===== config.mk =====
export PLATFORM = sky130hd
export DESIGN_NAME = term_ctrl
export DESIGN_NICKNAME = d
export VERILOG_FILES = /design/src/rtl/term_pkg.sv /design/src/rtl/term_ctrl.sv
export SDC_FILE = /design/constraint.sdc
export NUM_CORES = 1
export LEC_CHECK = 0
export ABC_AREA = 1
export BUFFER_PORTS_ARGS = -buffer_cell sky130_fd_sc_hd__buf_4
export CELL_PAD_IN_SITES_DETAIL_PLACEMENT = 0
export CELL_PAD_IN_SITES_GLOBAL_PLACEMENT = 1
export CORE_MARGIN = 10
export CORE_UTILIZATION = 29
export CTS_BUF_LIST = sky130_fd_sc_hd__clkbuf_4
export CTS_CLUSTER_DIAMETER = 80
export DETAILED_ROUTE_END_ITERATION = 6
export GPL_TIMING_DRIVEN = 0
export PLACE_DENSITY_LB_ADDON = 0.1
export SYNTH_ARGS = -nofsm -noshare
export SYNTH_HDL_FRONTEND = slang
export SYNTH_SLANG_ARGS = --single-unit

===== constraint.sdc =====
create_clock -name i_clk -period 4.1 [get_ports i_clk]
set_input_delay 1.025 -clock i_clk [delete_from_list [all_inputs] [get_ports i_clk]]
set_output_delay 1.025 -clock i_clk [all_outputs]
set_load 0.01 [all_outputs]

===== src/rtl/term_pkg.sv =====
// Shared definitions for the serial terminal byte interpreter.
// This file holds the control codes, the state encoding and the byte classifier.
package term_pkg;

  localparam logic [7:0] CC_TAB = 8'h09;
  localparam logic [7:0] CC_LF  = 8'h0A;
  localparam logic [7:0] CC_FF  = 8'h0C;
  localparam logic [7:0] CC_CR  = 8'h0D;
  localparam logic [7:0] CC_DEL = 8'h7F;

  localparam logic [7:0] PRINT_LO = 8'h20;
  localparam logic [7:0] PRINT_HI = 8'h7E;

  typedef enum logic [2:0] {
    S_IDLE,
    S_NL_FILL,
    S_TAB_FILL,
    S_CLR_HOME,
    S_CLR_FILL,
    S_CLR_END
  } term_state_t;

  typedef enum logic [2:0] {
    BC_IGNORE,
    BC_PRINT,
    BC_NEWLINE,
    BC_TAB,
    BC_CLEAR
  } byte_class_t;

  // DEL and everything above it fall outside the printable range and are ignored.
  function automatic byte_class_t classify_byte(input logic [7:0] b);
    byte_class_t cls;
    if (b >= PRINT_LO && b <= PRINT_HI)
      cls = BC_PRINT;
    else if (b == CC_LF || b == CC_CR)
      cls = BC_NEWLINE;
    else if (b == CC_TAB)
      cls = BC_TAB;
    else if (b == CC_FF)
      cls = BC_CLEAR;
    else
      cls = BC_IGNORE;
    return cls;
  endfunction

endpackage


===== src/rtl/term_ctrl.sv =====
// Byte-stream interpreter: writes printable bytes at the cursor and expands
// CR/LF, TAB and FF into one-cell-per-clock blank fills.
module term_ctrl
  import term_pkg::*;
#(
  parameter logic [7:0] BLANK = 8'h20,
  parameter int         TAB_W = 8,
  parameter int         COL_W = 6
) (
  input  logic             i_clk,
  input  logic             i_rst,
  input  logic [7:0]       i_rx_data,
  input  logic             i_rx_valid,
  input  logic             i_last_row,
  input  logic             i_last_col,
  input  logic [COL_W-1:0] i_col,
  output logic             o_cmd_home,
  output logic             o_cmd_advance,
  output logic             o_we,
  output logic [7:0]       o_wdata,
  output logic             o_busy,
  output logic             o_overrun
);

  localparam logic [COL_W-1:0] TAB_MASK = COL_W'(TAB_W - 1);

  term_state_t state_reg, state_next;
  byte_class_t rx_class;
  logic        tab_stop;
  logic        fill;

  assign rx_class = classify_byte(i_rx_data);
  // The current cell is the last one before a tab stop when its low bits are all ones.
  assign tab_stop = (i_col & TAB_MASK) == TAB_MASK;

  always_ff @(posedge i_clk) begin
    if (i_rst)
      state_reg <= S_IDLE;
    else
      state_reg <= state_next;
  end

  always_comb begin
    state_next    = state_reg;
    fill          = 1'b0;
    o_cmd_home    = 1'b0;
    o_cmd_advance = 1'b0;
    o_we          = 1'b0;
    o_wdata       = 8'h00;
    o_busy        = (state_reg != S_IDLE);
    o_overrun     = 1'b0;

    case (state_reg)
      S_IDLE: begin
        if (i_rx_valid) begin
          case (rx_class)
            BC_PRINT: begin
              o_we          = 1'b1;
              o_cmd_advance = 1'b1;
              o_wdata       = i_rx_data;
            end
            BC_NEWLINE: state_next = S_NL_FILL;
            BC_TAB:     state_next = S_TAB_FILL;
            BC_CLEAR:   state_next = S_CLR_HOME;
            default:    state_next = S_IDLE;
          endcase
        end
      end
      S_NL_FILL: begin
        fill = 1'b1;
        if (i_last_col)
          state_next = S_IDLE;
      end
      S_TAB_FILL: begin
        fill = 1'b1;
        if (tab_stop || i_last_col)
          state_next = S_IDLE;
      end
      S_CLR_HOME: begin
        o_cmd_home = 1'b1;
        state_next = S_CLR_FILL;
      end
      S_CLR_FILL: begin
        fill = 1'b1;
        if (i_last_row && i_last_col)
          state_next = S_CLR_END;
      end
      S_CLR_END: begin
        o_cmd_home = 1'b1;
        state_next = S_IDLE;
      end
      default: state_next = S_IDLE;
    endcase

    if (fill) begin
      o_we          = 1'b1;
      o_cmd_advance = 1'b1;
      o_wdata       = BLANK;
    end

    // No buffering: anything arriving mid-fill is lost and flagged.
    if (o_busy && i_rx_valid)
      o_overrun = 1'b1;

    // Reset silences every output in its own cycle, including a same-cycle byte.
    if (i_rst) begin
      state_next    = S_IDLE;
      o_cmd_home    = 1'b0;
      o_cmd_advance = 1'b0;
      o_we          = 1'b0;
      o_wdata       = 8'h00;
      o_busy        = 1'b0;
      o_overrun     = 1'b0;
    end
  end

endmodule


==> impl_metrics.py, run 1 <==
metrics = {
    "place": {
        "numPortBuffers": 26,
        "place_area_sq_um": 745.7,
        "place_inst": 141,
        "hpwl_microns": 1341,
        "pre_cts_ws_ps": 1051,
        "place_congestion": 0.7326,
    },
    "global_routing": {
        "grt_start_max_net_pins": 9,
        "antenna_found_initial": 0,
        "first_global_vias": 608,
        "grt_first_pass_wirelength_microns": 2684,
        "grt_util_all_layers_pct": 8.071,
        "gr-total-overflow": 0,
    },
    "status": {
        "status": "finished, final reports clean",
    },
    "logic_synthesis": {
        "synth_area_leader_cell": "nand2_1",
        "synthFlopType": "dfxtp_1",
        "avgSynthCellArea_sq_um": 5.769,
        "synthCells": 90,
        "ys_seq_elements": 3,
        "ys_types": 23,
        "synth_top_cell_area_share_pct": 15.90,
        "syn_area_sq_um": 519.2,
        "synthArstFlopShare_pct": 0,
        "syn_nets": 109,
        "synth_edf_count": 0,
        "synth.area.top_cells": "nand2_1 16%, dfxtp_1 12%, nor2_1 11%",
        "yosysWarnings": 0,
        "seq_area_frac_synth_pct": 11.57,
    },
    "setup_path": {
        "path_class": "primary input to output pin",
        "endpoint_kind": "output pin",
        "timing.critical_path.buf_inv": 5,
        "slowest_stage": "nand4_4",
        "critPathTopFamily": "buffers and inverters",
        "crit_arrival_ps": 1990,
        "cpMostUsedCell": "buf_4",
        "worstSetupStartpointType": "primary input",
        "reg2reg_from": "state_reg[0]",
        "r2r_cells": 8,
        "crit_chain": "buf_4 > inv_1 > o21a_1 > nand4_4 > nand2_2 > nand2_2 > inv_1 > buf_4 > buf_4",
        "reg2reg_to": "state_reg[0]",
        "reg2reg_slack_ps": 2810,
        "critical_path.max_stage_delay_ps": 190,
        "critical_path.max_fanout": 7,
        "cp_data_required_time_ps": 3070,
    },
    "power": {
        "ir_worst_vdd_uv": 95.64,
        "power.density_mw_per_mm2": 202.5,
        "power.leakage_nw": 0.4200,
    },
    "clocking": {
        "htree_levels": 1,
        "post_cts_resize_count": 0,
        "worst_skew_pair.late_latency_ps": 230,
        "ctsHoldBuffers": 0,
        "path_clk_slew_ps": 40,
        "root_buffer": "clkbuf_4",
        "clk_path_buf_depth": 2,
        "tritoncts": "yes",
        "clock_sinks": 3,
        "cts_buffers": 3,
        "cts_setup_buffers": 0,
    },
    "floorplan": {
        "initial_core_util_pct": 30.40,
        "coreArea_sq_mm": 0.001708,
        "die-area_sq_mm": 0.003883,
        "die_w_microns": 62.32,
        "ios": 32,
        "num_rows": 15,
        "die_h_microns": 62.32,
    },
    "worst_hold_path": {
        "hold_class": "flip-flop to flip-flop",
        "hold_depth": 4,
        "whs_endpoint": "state_reg[0]",
        "min_from": "state_reg[0]",
    },
    "sta": {
        "skew_ps": 0.5343,
        "rsz0062_at_grt": "false",
        "fin_ws_ps": 1083,
        "hold_viol_final": 0,
        "fin_setup_tns_ps": 0,
        "final_max_slew_viol_count": 0,
        "fin_crit_sh_pct": 73.58,
        "holdWs_ps": 620.4,
        "clock.fmax_mhz": 331.5,
        "finalCriticalPeriod_ps": 3017,
        "setup_viol": 0,
    },
    "cells_and_area": {
        "layout.cells.most_common": "buf_4",
        "synthToLayoutAreaGrowth_pct": 49.40,
        "stdcell_area_sq_um": 775.7,
        "n_antenna_cell": 0,
        "nNetsFinal": 140,
        "drive_above_1_share_pct": 44.17,
        "largest_reg_flops": 3,
        "stdcell_count": 145,
        "final_cell_mix": "28 x buf_4, 22 x nand2_1, 15 x nor2_1",
    },
    "route": {
        "drt_iter0_markers": 12,
        "dr.pass1.iters": 4,
        "viasPerCell": 4.228,
        "vias": 613,
        "drt_wl_total_microns": 1538,
        "drc": 0,
        "ant_nets": 0,
        "wl_per_cell_microns": 10.61,
    },
    "flow_run": {
        "cap_violations": 0,
    },
}
[synthesized netlist by cell type, types with 2 or more instances]
cell,instances
a21oi_1,2
buf_4,2
dfxtp_1,3
inv_1,11
inv_2,4
nand2_1,22
nand2_2,4
nand3_1,7
nand3_2,2
nor2_1,15
nor3_1,2
nor3_2,5
[worst min-delay path, cell delays in order, from the launching register on]
cell     delay, ps
dfxtp_1        350
inv_2           90
nand2_1         50
nand2_1         50
nor2_1          30
[per-layer routing]
layer / GRT usage, % / vias up / wire length [microns]
met4: 0.8380 / 0 / 0
met1: 8.945 / 263 / 654
met2: 13.97 / 14 / 783
li1: - / 336 / -
met3: 3.943 / 0 / 99
met5: 0 / - / 0
[stage by stage]
step	util (%)	total power [mW]
floorplan	-	0.07289
global placement	43.66	0.09946
detailed placement	43.66	0.09955
CTS	45.42	0.1598
global route	45.42	0.1699
finish	45.42	0.1571
[power breakdown]
part	internal [mW]	leakage (nW)	switching, mW
Clock	0.0431	0.0184	0.0156
Combinational	0.0296	0.377	0.0365
Sequential	0.0305	0.0243	0.00187
Total	0.103	0.420	0.0539
[cells by family (layout without fill, tap and decap cells)]
kind of cell | Yosys count | in the layout | synth area share, %
simple gates | 63 | 63 | 67.23
buf+inv | 19 | 49 | 15.42
compound gates | 4 | 4 | 5.061
flops | 3 | 3 | 11.57
other cells | 1 | 1 | 0.7222
[cell type report]
| type | instances | area, sq um |
|---|---|---|
| fillers | 205 | 932.1 |
| multi-input cells | 68 | 379.1 |
| repair buffers | 26 | 195.2 |
| inverters | 16 | 61.31 |
| flip-flops and latches | 3 | 60.06 |
| well taps | 25 | 31.28 |
| clock buffers | 4 | 30.03 |
| plain buffers | 3 | 18.77 |
[how the worst max path moves through the flow]
stage	from	to	slack, ps	cells after the start
global placement	i_rst	o_we	1060	6
CTS	i_rst	o_we	1050	6
detailed placement	i_rst	o_we	1050	6
global route	i_rx_data[2]	o_we	950	10
finish	i_rx_data[7]	o_we	1080	9
floorplan	i_rx_data[7]	o_we	1290	7
Power figures use the tool's default switching activity.
==> run 2, diff against run 1 <==
- CORE_UTILIZATION: 29 -> 24
- clock period: 4.1 -> 2.7 ns (I/O delays scaled with it)
==> run 2 against run 1 <==
  * First-iteration DRC count grew 25%
  * Largest cell class unchanged
  * Register-to-register slack worse by 1400 ps
  * Flip-flop and latch count unchanged
  * Combinational power is 50% higher
  * Power increased by 49%
  * Final cell count up 1.4%
  * Sequential power grew 51%
==> impl_metrics.py, run 2 (synthesis results as in run 1) <==
metrics = {
    "setup_path": {
        "worstSetupStartpointType": "primary input",
        "path_class": "primary input to output pin",
        "cpMostUsedCell": "buf_4",
        "reg2reg_from": "state_reg[1]",
        "reg2reg_to": "state_reg[0]",
        "cp_data_required_time_ps": 2030,
        "endpoint_kind": "output pin",
        "critical_path.max_fanout": 7,
        "crit_arrival_ps": 1630,
        "r2r_cells": 8,
        "slowest_stage": "nand4_4",
        "reg2reg_slack_ps": 1430,
        "crit_chain": "buf_4 > inv_1 > o21a_1 > nand4_4 > nand2_2 > nand2_2 > inv_1 > buf_4 > buf_4",
        "critical_path.max_stage_delay_ps": 190,
    },
    "power": {
        "power.leakage_nw": 0.4200,
        "ir_worst_vdd_uv": 227.9,
        "total_power_mw": 0.2346,
        "power.density_mw_per_mm2": 301.5,
    },
    "cells_and_area": {
        "stdcell_area_sq_um": 778.2,
        "n_antenna_cell": 0,
        "largest_reg_flops": 3,
        "final_cell_mix": "28 x buf_4, 22 x nand2_1, 15 x nor2_1",
        "synthToLayoutAreaGrowth_pct": 49.88,
        "layout.cells.most_common": "buf_4",
        "nNetsFinal": 140,
        "stdcell_count": 147,
        "utilization_pct": 38.88,
        "drive_above_1_share_pct": 44.17,
    },
    "sta": {
        "finalCriticalPeriod_ps": 2304,
        "holdWs_ps": 610.7,
        "fin_setup_tns_ps": 0,
        "clock.fmax_mhz": 434.0,
        "fin_ws_ps": 395.7,
        "fin_crit_sh_pct": 85.34,
        "skew_ps": 0.9646,
        "final_max_slew_viol_count": 0,
        "setup_viol": 0,
        "hold_viol_final": 0,
        "rsz0062_at_grt": "false",
    },
    "floorplan": {
        "die_h_microns": 66.52,
        "die_w_microns": 66.52,
        "ios": 32,
        "num_rows": 16,
        "die-area_sq_mm": 0.004424,
        "coreArea_sq_mm": 0.002002,
        "initial_core_util_pct": 25.94,
    },
    "global_routing": {
        "grt_util_all_layers_pct": 7.090,
        "gr-total-overflow": 0,
        "first_global_vias": 577,
        "antenna_found_initial": 0,
        "grt_first_pass_wirelength_microns": 2539,
        "grt_start_max_net_pins": 9,
    },
    "clocking": {
        "htree_levels": 1,
        "cts_buffers": 3,
        "clock_sinks": 3,
        "worst_skew_pair.late_latency_ps": 230,
        "cts_setup_buffers": 0,
        "ctsHoldBuffers": 0,
        "path_clk_slew_ps": 40,
        "tritoncts": "yes",
        "post_cts_resize_count": 0,
        "clk_path_buf_depth": 2,
        "root_buffer": "clkbuf_4",
    },
    "route": {
        "drt_iter0_markers": 15,
        "drt_wl_total_microns": 1508,
        "dr.pass1.iters": 4,
        "vias": 596,
        "wl_per_cell_microns": 10.26,
        "ant_nets": 0,
        "drc": 0,
        "viasPerCell": 4.054,
    },
    "place": {
        "hpwl_microns": 1337,
        "pre_cts_ws_ps": 357.8,
        "place_area_sq_um": 748.2,
        "numPortBuffers": 26,
        "place_inst": 143,
        "place_congestion": 0.7393,
    },
    "worst_hold_path": {
        "hold_depth": 4,
        "hold_class": "flip-flop to flip-flop",
        "whs_endpoint": "state_reg[0]",
        "min_from": "state_reg[0]",
    },
    "status": {
        "status": "finished, final reports clean",
    },
    "flow_run": {
        "cap_violations": 0,
    },
}
[run 2: cell counts in the layout (fill, tap and decap cells not counted)]
No cell type changed its count.
[run 2: worst max path at each step]
stage	start	endpoint	slack, ps	cells after the start
2_1_floorplan	i_rx_data[7]	o_we	590	7
3_3_place_gp	i_rst	o_we	330	6
3_5_place_dp	i_rst	o_we	360	6
4_1_cts	i_rst	o_we	360	6
5_1_grt	i_rx_data[2]	o_we	250	10
6_report	i_rx_data[7]	o_we	400	9
[run 2: cell type report]
cell class	count	area, sq um
Tap cell	27	33.78
Buffer	3	18.77
Multi-Input combinational cell	68	379.1
Inverter	16	61.31
Timing Repair Buffer	26	195.2
Sequential cell	3	60.06
Clock buffer	4	30.03
Fill cell	226	1224
[run 2: critical path, delay by kind of cell]
family                 cells  cell delay (ps)
buffers and inverters      5              420
AO/OA/AOI/OAI              1              170
AND/OR/NAND/NOR            3              360
[run 2: routing by layer]
layer  vias up  share of wire (%)  GRT usage [%]
li1        338                  -              -
met1       243                 41          7.786
met2        15                 51          11.84
met3         0                8.4          2.676
met4         0                  0          3.141
met5         -                  0              0
[run 2: power by group]
group,total [mW],switching [mW],internal (mW)
registers,0.0490,0.00262,0.0464
logic,0.0991,0.0541,0.0450
clock network,0.0866,0.0213,0.0653
total,0.235,0.0780,0.157
==> run 3, diff against run 2 <==
- CORE_UTILIZATION: 24 -> 27
- clock period: 2.7 -> 2.47 ns (I/O delays scaled with it)
==> run 3 against run 2 <==
  * Routed wire length increased by 2.1%
  * Highest routed layer unchanged
  * Final cell count decreased by 1.4%
  * Flip-flop and latch count stayed put
  * Largest cell class unchanged
  * Die area down 7.8%
  * Non-clock buffer count stayed put
  * Sequential share of layout area about the same
  * Cell area decreased by 0.32%
  * First-iteration DRC count shrank 47%
  * Global-route usage grew 0.48 points
  * Power rose by 9.8%
==> impl_metrics.py, run 3 (synthesis results as in run 1) <==
metrics = {
    "status": {
        "status": "finished, final reports clean",
    },
    "floorplan": {
        "coreArea_sq_mm": 0.001783,
        "die-area_sq_mm": 0.004077,
        "die_w_microns": 63.86,
        "num_rows": 15,
        "die_h_microns": 63.86,
        "ios": 32,
        "initial_core_util_pct": 29.12,
    },
    "clocking": {
        "clk_path_buf_depth": 2,
        "tritoncts": "yes",
        "cts_buffers": 3,
        "path_clk_slew_ps": 30,
        "cts_setup_buffers": 0,
        "worst_skew_pair.late_latency_ps": 230,
        "clock_sinks": 3,
        "htree_levels": 1,
        "post_cts_resize_count": 0,
        "ctsHoldBuffers": 0,
        "root_buffer": "clkbuf_4",
    },
    "route": {
        "vias": 610,
        "drt_iter0_markers": 8,
        "wl_met2_microns": 786,
        "ant_nets": 0,
        "routed.top_layer": "met3",
        "drt-met1-wl_microns": 663,
        "wl_met3_microns": 90,
        "viasPerCell": 4.207,
        "dr.pass1.iters": 5,
        "wl_per_cell_microns": 10.62,
        "drc": 0,
        "drt_wl_total_microns": 1540,
    },
    "setup_path": {
        "crit_arrival_ps": 1600,
        "critical_path.max_fanout": 7,
        "path_class": "primary input to output pin",
        "cp_data_required_time_ps": 1850,
        "worstSetupStartpointType": "primary input",
        "endpoint_kind": "output pin",
        "reg2reg_to": "state_reg[0]",
        "r2r_cells": 8,
        "reg2reg_slack_ps": 1200,
        "reg2reg_from": "state_reg[0]",
    },
    "sta": {
        "hold_viol_final": 0,
        "setup_viol": 0,
        "fin_setup_tns_ps": 0,
        "finalCriticalPeriod_ps": 2219,
        "relSlewSlack_pct": 65.96,
        "skew_ps": 2.052,
        "tightest_slew_ps": 510.6,
        "holdWs_ps": 617.0,
        "clock.fmax_mhz": 450.6,
        "final_max_slew_viol_count": 0,
        "rsz0062_at_grt": "false",
        "fin_crit_sh_pct": 89.85,
    },
    "global_routing": {
        "grt_first_pass_wirelength_microns": 2546,
        "gr-total-overflow": 0,
        "grt_util_all_layers_pct": 7.571,
        "antenna_found_initial": 0,
        "grt_start_max_net_pins": 9,
        "first_global_vias": 606,
    },
    "power": {
        "power.net_switching_mw": 0.08659,
        "seqPwrFrac_pct": 20.9,
        "power.density_mw_per_mm2": 332.2,
        "switching_share_pct": 33.60,
        "ir_worst_vdd_uv": 118.9,
        "clock_power_share_pct": 36.8,
        "p_int_mw": 0.1711,
        "power.leakage_nw": 0.4200,
        "combPwrFrac_pct": 42.2,
    },
    "worst_hold_path": {
        "hold_class": "flip-flop to flip-flop",
        "whs_endpoint": "state_reg[0]",
        "hold_depth": 4,
        "min_from": "state_reg[0]",
    },
    "cells_and_area": {
        "layout.cells.most_common": "buf_4",
        "nNetsFinal": 140,
        "synthToLayoutAreaGrowth_pct": 49.40,
        "largest_reg_flops": 3,
        "drive_above_1_share_pct": 44.17,
        "n_antenna_cell": 0,
        "final_cell_mix": "28 x buf_4, 22 x nand2_1, 15 x nor2_1",
        "utilization_pct": 43.51,
        "fill_cells": 223,
    },
    "place": {
        "numPortBuffers": 26,
        "place_congestion": 0.7826,
        "hpwl_microns": 1353,
    },
    "flow_run": {
        "cap_violations": 0,
    },
}
-- run 3: cell counts in the layout (fill, tap and decap cells not counted) --
Identical to the previous run, type by type.
-- run 3: worst max path at each step --
stage / depth (start not counted) / slack [ps] / end / start
2_1_floorplan: 7 / 480 / o_we / i_rx_data[7]
3_3_place_gp: 10 / 230 / o_we / i_rx_data[2]
3_5_place_dp: 10 / 230 / o_we / i_rx_data[2]
4_1_cts: 7 / 220 / o_we / state_reg[0]
5_1_grt: 7 / 120 / o_we / state_reg[0]
6_report: 10 / 250 / o_we / i_rx_data[2]
-- run 3: per-layer routing --
layer | GRT usage (%) | vias up
met3 | 2.091 | 0
li1 | - | 334
met5 | 0 | -
met4 | 4.098 | 0
met1 | 8.260 | 261
met2 | 12.94 | 15
-- run 3: metrics by stage --
| step | std cells | power [mW] | instance area, sq um | setup WS, ps |
|---|---|---|---|---|
| 3_3_place_gp | 141 | 0.1641 | 745.7 | 233.0 |
| 2_1_floorplan | 90 | 0.1210 | 519.2 | 476.4 |
| 5_1_grt | 145 | 0.2790 | 775.7 | 124.4 |
| 4_1_cts | 145 | 0.2657 | 775.7 | 222.5 |
| 6_report | 145 | 0.2577 | 775.7 | 250.6 |
| 3_5_place_dp | 141 | 0.1652 | 745.7 | 229.3 |
-- run 3: layout make-up --
type | count | area [sq um] | area share, %
buffer | 3 | 18.77 | 2.419
clock buffer | 4 | 30.03 | 3.871
timing repair buffer | 26 | 195.2 | 25.16
sequential | 3 | 60.06 | 7.742
multi-input combinational | 68 | 379.1 | 48.87
inverter | 16 | 61.31 | 7.903
tap | 25 | 31.28 | 4.032
-- run 3: power by group through the flow --
| stage | combinational, mW | sequential, mW | clock (mW) |
|---|---|---|---|
| floorplan | 0.0669 | 0.0540 | 0 |
| global placement | 0.110 | 0.0546 | 0 |
| detailed placement | 0.110 | 0.0547 | 0 |
| CTS | 0.111 | 0.0540 | 0.101 |
| global route | 0.122 | 0.0544 | 0.103 |
| finish | 0.109 | 0.0540 | 0.0949 |
-- run 3: critical path, cell delays in order --
cell,delay [ps]
buf_4,120
nand2_1,90
nor2_1,40
nand2_1,120
nand4_4,180
nand2_2,110
nand2_2,60
inv_1,60
buf_4,90
buf_4,100
